--- src/rtl/dpi_pkg.sv ---
// dpi_pkg: shared types and constants for the DPI packet sequencer.
//   - state_t        : sequencer FSM states
//   - NUM_STREAMS_DEF: default flow-table depth
//   - EOP_DRAIN_DEF  : default eop delay after the last byte
//   - NBYTES_FULL    : pkt_nbytes code meaning all four bytes are valid
//   - last_byte_idx(): index of the final byte to emit from a word
package dpi_pkg;

  localparam int unsigned NUM_STREAMS_DEF = 64;
  localparam int unsigned EOP_DRAIN_DEF   = 2;
  localparam logic [1:0]  NBYTES_FULL     = 2'd0;

  typedef enum logic [2:0] {
    IDLE,
    LOOKUP,
    LOAD,
    GAP,
    BYTES,
    DRAIN
  } state_t;

  // A non-eop word always carries 4 bytes. On an eop word, nbytes-1 wraps
  // 0 to 3, which is exactly the "0 encodes 4" rule.
  function automatic logic [1:0] last_byte_idx(input logic eop, input logic [1:0] nbytes);
    return eop ? 2'(nbytes - 2'd1) : 2'd3;
  endfunction

endpackage

--- src/rtl/dpi_flow_table.sv ---
// dpi_flow_table: fully associative flow-key table with round-robin allocation.
//   clk, rst  : clock, asynchronous active-high reset
//   key       : flow key to look up (compared against all valid entries)
//   alloc     : write key at alloc_ptr, mark it valid, advance alloc_ptr
//   hit       : key matches a valid entry
//   hit_idx   : index of the matching entry (lowest index on a hit)
//   alloc_ptr : entry the next allocation will use (oldest when the table is full)
module dpi_flow_table
  import dpi_pkg::*;
#(
  parameter int unsigned NUM_STREAMS = NUM_STREAMS_DEF,
  parameter int unsigned ID_W        = (NUM_STREAMS > 1) ? $clog2(NUM_STREAMS) : 1
) (
  input  logic            clk,
  input  logic            rst,
  input  logic [31:0]     key,
  input  logic            alloc,
  output logic            hit,
  output logic [ID_W-1:0] hit_idx,
  output logic [ID_W-1:0] alloc_ptr
);

  logic [NUM_STREAMS-1:0] valid;
  logic [31:0]            keys [NUM_STREAMS];

  // Single-cycle parallel compare; descending scan leaves the lowest index.
  always_comb begin
    hit     = 1'b0;
    hit_idx = '0;
    for (int i = NUM_STREAMS - 1; i >= 0; i--) begin
      if (valid[i] && (keys[i] == key)) begin
        hit     = 1'b1;
        hit_idx = ID_W'(i);
      end
    end
  end

  // Valid bits and allocation pointer; wrapping overwrites the oldest entry.
  always_ff @(posedge clk or posedge rst) begin
    if (rst) begin
      valid     <= '0;
      alloc_ptr <= '0;
    end else if (alloc) begin
      valid[alloc_ptr] <= 1'b1;
      alloc_ptr        <= (alloc_ptr == ID_W'(NUM_STREAMS - 1)) ? '0 : alloc_ptr + ID_W'(1);
    end
  end

  // Key storage is qualified by valid, so it needs no reset.
  always_ff @(posedge clk) begin
    if (alloc) begin
      keys[alloc_ptr] <= key;
    end
  end

endmodule

--- src/rtl/dpi_pkt_sequencer.sv ---
// dpi_pkt_sequencer: serialises 32-bit packet words into a byte stream for the
// pattern matchers, resolving each packet's flow to a stream id first.
//   clk, rst       : clock, asynchronous active-high reset
//   pkt_data/vld/sop/eop/nbytes, flow_key : packet word input
//   pkt_rdy        : word accepted when pkt_vld & pkt_rdy
//   load_state     : one-cycle pulse, matchers restore stream state
//   new_stream_id  : with load_state, the flow was newly allocated
//   stream_id      : stream of the current packet, held through eop
//   char_in/_vld   : byte to the matchers, first byte is pkt_data[31:24]
//   eop            : packet-finalize pulse, EOP_DRAIN cycles after the last byte
//   proto_err      : pulse on an input framing violation
module dpi_pkt_sequencer
  import dpi_pkg::*;
#(
  parameter int unsigned NUM_STREAMS = NUM_STREAMS_DEF,
  parameter int unsigned EOP_DRAIN   = EOP_DRAIN_DEF
) (
  input  logic        clk,
  input  logic        rst,
  input  logic [31:0] pkt_data,
  input  logic        pkt_vld,
  input  logic        pkt_sop,
  input  logic        pkt_eop,
  input  logic [1:0]  pkt_nbytes,
  input  logic [31:0] flow_key,
  output logic        pkt_rdy,
  output logic        load_state,
  output logic        new_stream_id,
  output logic [((NUM_STREAMS > 1) ? $clog2(NUM_STREAMS) : 1)-1:0] stream_id,
  output logic [7:0]  char_in,
  output logic        char_in_vld,
  output logic        eop,
  output logic        proto_err
);

  localparam int unsigned ID_W    = (NUM_STREAMS > 1) ? $clog2(NUM_STREAMS) : 1;
  localparam int unsigned DRAIN_W = (EOP_DRAIN > 1) ? $clog2(EOP_DRAIN) : 1;

  state_t              state;
  logic [31:0]         key_q;
  logic [1:0]          byte_idx;
  logic                first_word;
  logic [DRAIN_W-1:0]  drain_cnt;

  logic                hit;
  logic [ID_W-1:0]     hit_idx;
  logic [ID_W-1:0]     alloc_ptr;
  logic                alloc;
  logic [1:0]          last_idx;
  logic                word_done;
  logic [7:0]          cur_byte;

  assign alloc     = (state == LOOKUP) && !hit;
  assign last_idx  = last_byte_idx(pkt_eop, pkt_nbytes);
  assign word_done = (state == BYTES) && pkt_vld && (byte_idx == last_idx);

  // Ready must describe the word on the bus this cycle so the next word can
  // follow without a bubble; a stray non-sop word in IDLE is swallowed.
  assign pkt_rdy = !rst && (word_done || ((state == IDLE) && pkt_vld && !pkt_sop));

  // Byte lane select, most significant byte first.
  always_comb begin
    cur_byte = pkt_data[31:24];
    case (byte_idx)
      2'd0: cur_byte = pkt_data[31:24];
      2'd1: cur_byte = pkt_data[23:16];
      2'd2: cur_byte = pkt_data[15:8];
      2'd3: cur_byte = pkt_data[7:0];
      default: cur_byte = pkt_data[31:24];
    endcase
  end

  dpi_flow_table #(
    .NUM_STREAMS (NUM_STREAMS),
    .ID_W        (ID_W)
  ) u_flow_table (
    .clk       (clk),
    .rst       (rst),
    .key       (key_q),
    .alloc     (alloc),
    .hit       (hit),
    .hit_idx   (hit_idx),
    .alloc_ptr (alloc_ptr)
  );

  // Sequencer FSM with registered outputs; pulses default low every cycle.
  always_ff @(posedge clk or posedge rst) begin
    if (rst) begin
      state         <= IDLE;
      key_q         <= '0;
      byte_idx      <= '0;
      first_word    <= 1'b0;
      drain_cnt     <= '0;
      stream_id     <= '0;
      load_state    <= 1'b0;
      new_stream_id <= 1'b0;
      char_in       <= '0;
      char_in_vld   <= 1'b0;
      eop           <= 1'b0;
      proto_err     <= 1'b0;
    end else begin
      load_state    <= 1'b0;
      new_stream_id <= 1'b0;
      char_in_vld   <= 1'b0;
      eop           <= 1'b0;
      proto_err     <= 1'b0;
      case (state)
        IDLE: begin
          if (pkt_vld) begin
            if (pkt_sop) begin
              key_q <= flow_key;
              state <= LOOKUP;
            end else begin
              proto_err <= 1'b1;
            end
          end
        end
        LOOKUP: begin
          stream_id     <= hit ? hit_idx : alloc_ptr;
          new_stream_id <= !hit;
          load_state    <= 1'b1;
          state         <= LOAD;
        end
        LOAD: begin
          state <= GAP;
        end
        GAP: begin
          byte_idx   <= '0;
          first_word <= 1'b1;
          state      <= BYTES;
        end
        BYTES: begin
          if (pkt_vld) begin
            char_in     <= cur_byte;
            char_in_vld <= 1'b1;
            // sop on any word but the first is a framing error; data still flows.
            if ((byte_idx == 2'd0) && pkt_sop && !first_word) begin
              proto_err <= 1'b1;
            end
            if (byte_idx == last_idx) begin
              byte_idx   <= '0;
              first_word <= 1'b0;
              if (pkt_eop) begin
                drain_cnt <= DRAIN_W'(EOP_DRAIN - 1);
                state     <= DRAIN;
              end
            end else begin
              byte_idx <= byte_idx + 2'd1;
            end
          end
        end
        DRAIN: begin
          // First DRAIN cycle is the one the last byte is visible in.
          if (drain_cnt == '0) begin
            eop   <= 1'b1;
            state <= IDLE;
          end else begin
            drain_cnt <= drain_cnt - DRAIN_W'(1);
          end
        end
        default: state <= IDLE;
      endcase
    end
  end

endmodule
--- config.mk ---
export PLATFORM = sky130hd
export DESIGN_NAME = dpi_pkt_sequencer
export DESIGN_NICKNAME = d
export VERILOG_FILES = /design/src/rtl/dpi_pkg.sv /design/src/rtl/dpi_flow_table.sv /design/src/rtl/dpi_pkt_sequencer.sv
export SDC_FILE = /design/constraint.sdc
export NUM_CORES = 2
export LEC_CHECK = 0
export ABC_CLOCK_PERIOD_IN_PS = 10450
export CORE_ASPECT_RATIO = 2
export CORE_MARGIN = 2
export CORE_UTILIZATION = 55
export DETAILED_ROUTE_END_ITERATION = 10
export HOLD_SLACK_MARGIN = 0.06
export PLACE_DENSITY = 0.74
export SLEW_MARGIN = 20
export SYNTH_ARGS = -nofsm -noshare
export SYNTH_HDL_FRONTEND = slang
export SYNTH_SLANG_ARGS = --single-unit
--- constraint.sdc ---
create_clock -name clk -period 10.45 [get_ports clk]
set_clock_uncertainty 0.1 [all_clocks]
set_input_delay 2.6125 -clock clk [delete_from_list [all_inputs] [get_ports clk]]
set_output_delay 2.6125 -clock clk [all_outputs]
set_load 0.05 [all_outputs]
# Word-level counts from Yosys, hierarchy flattened
# Memories as Yosys holds them, arrays and structs flattened.
# Cells that the tools add are included.
[totals] reg_bits=128 mem_bits_rw=2048 input_bits=71 out_inout_bits=20 wordCells=355 n_memories=1
[memory_table] name="u_flow_table.keys" depth=64 word_bits=32 read_ports=64 rd_ports_with_merged_regs=0 wr=1 line_no="dpi_flow_table.sv:24" rtl="logic [31:0] keys [NUM_STREAMS];"
[op_classes] add_sub_neg=4 magnitude_cmp=2 eq_ne=80 n_mux=165 bitwise=1 reduce_logical=88
[op_table] operator="32-bit == test" n=64
[op_table] operator="6-bit 2-to-1 mux" n=66
[op_table] operator="1-bit 2-to-1 mux" n=83
[op_table] operator="1-bit logical AND" n=73
[op_table] operator="64-bit bitwise OR" n=1
[op_table] operator="8-bit case mux with 4 select lines" n=1
[op_table] operator="3-bit 2-to-1 mux" n=6
[op_table] operator="3-bit case mux with 6 select lines" n=1
[op_table] operator="2-bit != test, second input constant" n=5
[op_table] operator="6-bit by 7-bit less-than comparator with 1-bit output, second input constant" n=1
[op_table] operator="6-bit by 1-bit adder with 6-bit output, second input constant" n=1
[op_table] operator="1-bit demux with 6-bit select" n=1
[op_table] operator="3-bit by 2-bit == test with 1-bit output, second input constant" n=2
[op_table] operator="3-bit == test, second input constant" n=2
[op_table] operator="6-bit == test, second input constant" n=1
[op_table] operator="6-bit by 1-bit >= comparator with 1-bit output, second input constant" n=1
[op_table] operator="2-bit 2-to-1 mux" n=3
[op_table] operator="1-bit case mux with 2 select lines" n=3
[op_table] operator="3-bit AND reduction" n=2
[op_table] operator="6-bit AND reduction" n=1
[op_table] operator="2-bit == test, second input constant" n=2
[op_table] operator="1-bit zero test" n=4
[op_table] operator="2-bit case mux with 2 select lines" n=1
[op_table] operator="2-bit AND reduction" n=2
[op_table] operator="other kinds (12)" n=13

# Depth between registers and ports, before layout
[depth] depth_word=70 mapped_depth=18 mapped_depth_nobuf=13

# Modules after synthesis
# Synthesis repeated with hierarchy kept, for this count alone.
[unflattened] hier_cells=5659 area_unflattened_um2=91800.5
[by_module_without_submodules] mod="dpi_flow_table" n_inst=1 cells_each=5444 area_per_inst_um2=89045.4 seq_area_each_um2=63250.7
[by_module_without_submodules] mod="dpi_pkt_sequencer" n_inst=1 cells_each=215 area_per_inst_um2=2755.1 seq_area_each_um2=1451.4

# Worst setup path before layout
# Ideal clock, no wire load.
[synth_timing] kind="input-to-output" startpoint="input port pkt_nbytes[0]" endpoint="output port pkt_rdy" arrival_time_ns=5.694 required_ns=7.737 slack_ns=2.044 stages=5 cell_sequence="nor4b_1 a31o_2 a32o_1 inv_1 a2111oi_0"
[synth_between] elab_chain_cells=6
[synth_rtl] item="start, declared" line_no="dpi_pkt_sequencer.sv:24" rtl="input logic [1:0] pkt_nbytes,"
[synth_rtl] item="2-bit by 1-bit subtractor with 2-bit output" line_no="dpi_pkg.sv:25" rtl="return eop ? 2'(nbytes - 2'd1) : 2'd3;"
[synth_rtl] item="2-bit 2-to-1 mux" line_no="dpi_pkg.sv:25"
[synth_rtl] item="2-bit == test" line_no="dpi_pkt_sequencer.sv:55" rtl="assign word_done = (state == BYTES) && pkt_vld && (byte_idx == last_idx);"
[synth_rtl] item="1-bit logical AND" line_no="dpi_pkt_sequencer.sv:55"
[synth_rtl] item="1-bit logical OR" line_no="dpi_pkt_sequencer.sv:59" rtl="assign pkt_rdy = !rst && (word_done || ((state == IDLE) && pkt_vld && !pkt_sop));"
[synth_rtl] item="1-bit logical AND" line_no="dpi_pkt_sequencer.sv:59"
[synth_rtl] item="end, declared" line_no="dpi_pkt_sequencer.sv:26" rtl="output logic pkt_rdy,"
# No other way between the ends.

# Worst setup path after layout
[layout_timing] startpoint="input port pkt_nbytes[1]" endpoint="output port pkt_rdy"
# The elaborated chain is that of the path after synthesis.

==> reports/results.ini <==
[status]
status = completed

[die]
die_w_um = 295
coreArea_um2 = 168000
die-area_um2 = 173000
row_count = 213
start_util_pct = 55.3
die_y_um = 586
top_level_ports = 91

[synth]
ys.flop_type = edfxtp_1
ys_ff_latch = 2176
ys_seq_area_share_pct = 69.5
synth_edf_count = 2048
yosysMostFrequentCell = edfxtp_1
yosys-top-cells-count = 2048 x edfxtp_1, 1343 x xnor2_1, 698 x xor2_1, 347 x nand4_1, 205 x nor4_1
ys_types = 60
synthCells = 5758
syn_nets = 5835
synth.top_cells.by_area = edfxtp_1 66%, xnor2_1 13%, xor2_1 6.6%
async_flop_share_pct = 5.88
synth.top_cell.area_share_pct = 66.1
syn_area_um2 = 93100
yosysTopAreaCell = edfxtp_1
yosysWarnings = 0
synth_area_per_cell_um2 = 16.2

[grt]
grt_usage_pct = 25.2
grt_max_degree = 93
grt_pass1_wl_um = 318000
antenna_found_initial = 4
grt_pass1_vias = 48421
overflow = 0

[sta]
setup_tns_ns = 0
fin_crit_sh_pct = 75.0
report.final.slew_viol_count = 0
rsz0062_at_grt = false
fin_crit_ns = 7.84
setup_violations = 0
slew_headroom_pct = 25.0
layout_setup_ws_ns = 2.61
worstMarginPinSlew_ns = 1.12
finalHoldViolCount = 0
fmax_mhz = 128

[setup_path]
worstPathMaxFanout = 5
rr_worst_depth = 13
crit_path_start = pkt_nbytes[1]
critPathKind = input pin to primary output
start_kind = input pin
worstPathArrival_ns = 5.13
cp-end-kind = primary output
cp.required_ns = 7.74
r2r_slack_ns = 4.07
reg2reg_from = key_q[15]
r2r-end = u_flow_table.keys[22][15]
endpoint = pkt_rdy

[pwr]
leakagePower_nw = 32.1
cellPowerDensity_nw_per_um2 = 270
max-vdd-ir-drop_v = 0.000548

[clock_tree]
cts_tree = yes
ctsResizeCount = 0
clock-sinks = 2176
post_cts_buffers = 0
ctsHoldBuffers = 0
clock-root-buffer = clkbuf_16
clock_latency_ns = 0.83
cts_buffers = 179
clk_pin_slew_ns = 0.07
clockBufferDepth = 4
htree_levels = 4

[route]
vias_per_cell = 5.83
drt_iter0_drc = 4230
post_drt_wl_per_cell_um = 26.2
vias = 48626
drc = 0
drt_pre_antenna_iters = 6
antenna_left = 0
wirelength_um = 219000

[place]
hpwl_um = 120000
io_buffers = 90
place_congestion = 0.881
place_ws_ns = 2.61

[job]
cap_violations = 0

[cells_and_area]
nets = 6015
drive_gt1_share_pct = 9.23
syn2layout_area_growth_pct = 8.91

[min_path]
hp-class = flip-flop to flip-flop

## worst max-delay path, stage by stage
cell	delay, ns
clkdlybuf4s50_1	0.53
nor4b_1	0.26
a31o_2	0.15
a32o_1	0.20
inv_1	0.08
a2111oi_0	0.41
clkdlybuf4s50_1	0.88
## layout make-up
cell class                      instances  area, um^2
Multi-Input combinational cell       3297       25500
Fill cell                           12097       66800
Timing Repair Buffer                  248        2420
Tap cell                             2257        2820
Clock inverter                         63         539
Inverter                               36         143
Clock buffer                          258        5080
Sequential cell                      2176       64800
Antenna cell                            2        5.00
## per-stage QoR
| stage | hold WS, ns | power, W | area, um^2 | utilization, % | std cells |
|---|---|---|---|---|---|
| after floorplan | 0.324 | 0.0182 | 93100 | - | 5758 |
| after global placement | 0.338 | 0.0206 | 95700 | 56.9 | 8014 |
| after detailed placement | 0.344 | 0.0209 | 95700 | 56.9 | 8014 |
| after CTS | 0.359 | 0.0275 | 101000 | 60.3 | 8335 |
| after global routing | 0.371 | 0.0283 | 101000 | 60.3 | 8336 |
| final | 0.358 | 0.0273 | 101000 | 60.3 | 8337 |
## registers in the layout (all words and copies together), names as in the netlist, 2 cells and up
name                    count
u_flow_table.valid         64
stream_id                   6
key_q                      32
u_flow_table.alloc_ptr      6
state                       3
byte_idx                    2
char_in                     8
u_flow_table.keys        2048
## cells in the final DEF, fill, tap and decap left out, types with 10 or more instances in the layout
cell type	count
edfxtp_1	2048
xnor2_1	1343
xor2_1	698
nand4_1	347
nor4_1	205
clkbuf_16	185
buf_4	131
nand3_1	112
dfrtp_1	96
clkdlybuf4s50_1	90
nand2_1	82
nor2_1	63
clkbuf_1	55
nor2_2	54
nor3_1	52
or2_1	50
o21ai_0	40
inv_1	34
mux2_2	33
and3_1	32
a21oi_1	32
dfrtp_4	32
buf_12	27
clkinv_1	26
or3_1	20
or4_1	20
clkbuf_8	18
clkinv_2	17
or2_2	15
nor2_4	10
## worst min-delay path by stage
stage | slack (ns) | end | from | cells past startpoint
6_report | 0.36 | u_flow_table.valid[13] | u_flow_table.valid[13] | 1
5_1_grt | 0.37 | u_flow_table.valid[13] | u_flow_table.valid[13] | 1
4_1_cts | 0.36 | u_flow_table.valid[21] | u_flow_table.valid[21] | 1
3_3_place_gp | 0.34 | u_flow_table.valid[13] | u_flow_table.valid[13] | 1
2_1_floorplan | 0.32 | u_flow_table.valid[0] | u_flow_table.valid[0] | 1
3_5_place_dp | 0.34 | u_flow_table.valid[60] | u_flow_table.valid[60] | 1
## per-layer routing
metal	up-vias	GRT usage [%]	routed length [um]
met4	0	9.97	8950
met5	-	0	0
met1	25374	31.8	85300
met3	363	2.53	12000
li1	21226	-	-
met2	1663	44.5	112000
## power by group
part / switching [W] / internal (W)
clock network: 0.00296 / 0.00361
logic: 0.00557 / 0.00296
registers: 0.00117 / 0.0111
total: 0.00970 / 0.0176
## cells by family after synthesis
group / count (synthesis) / share of synthesized area (%)
buf+inv: 285 / 3.19
flops: 2176 / 69.5
mux: 33 / 0.399
simple gates: 1101 / 6.82
compound gates: 116 / 0.779
xor+xnor: 2041 / 19.2
fa+ha+maj: 6 / 0.0807
No activity file was read; power rests on OpenSTA's default activity.
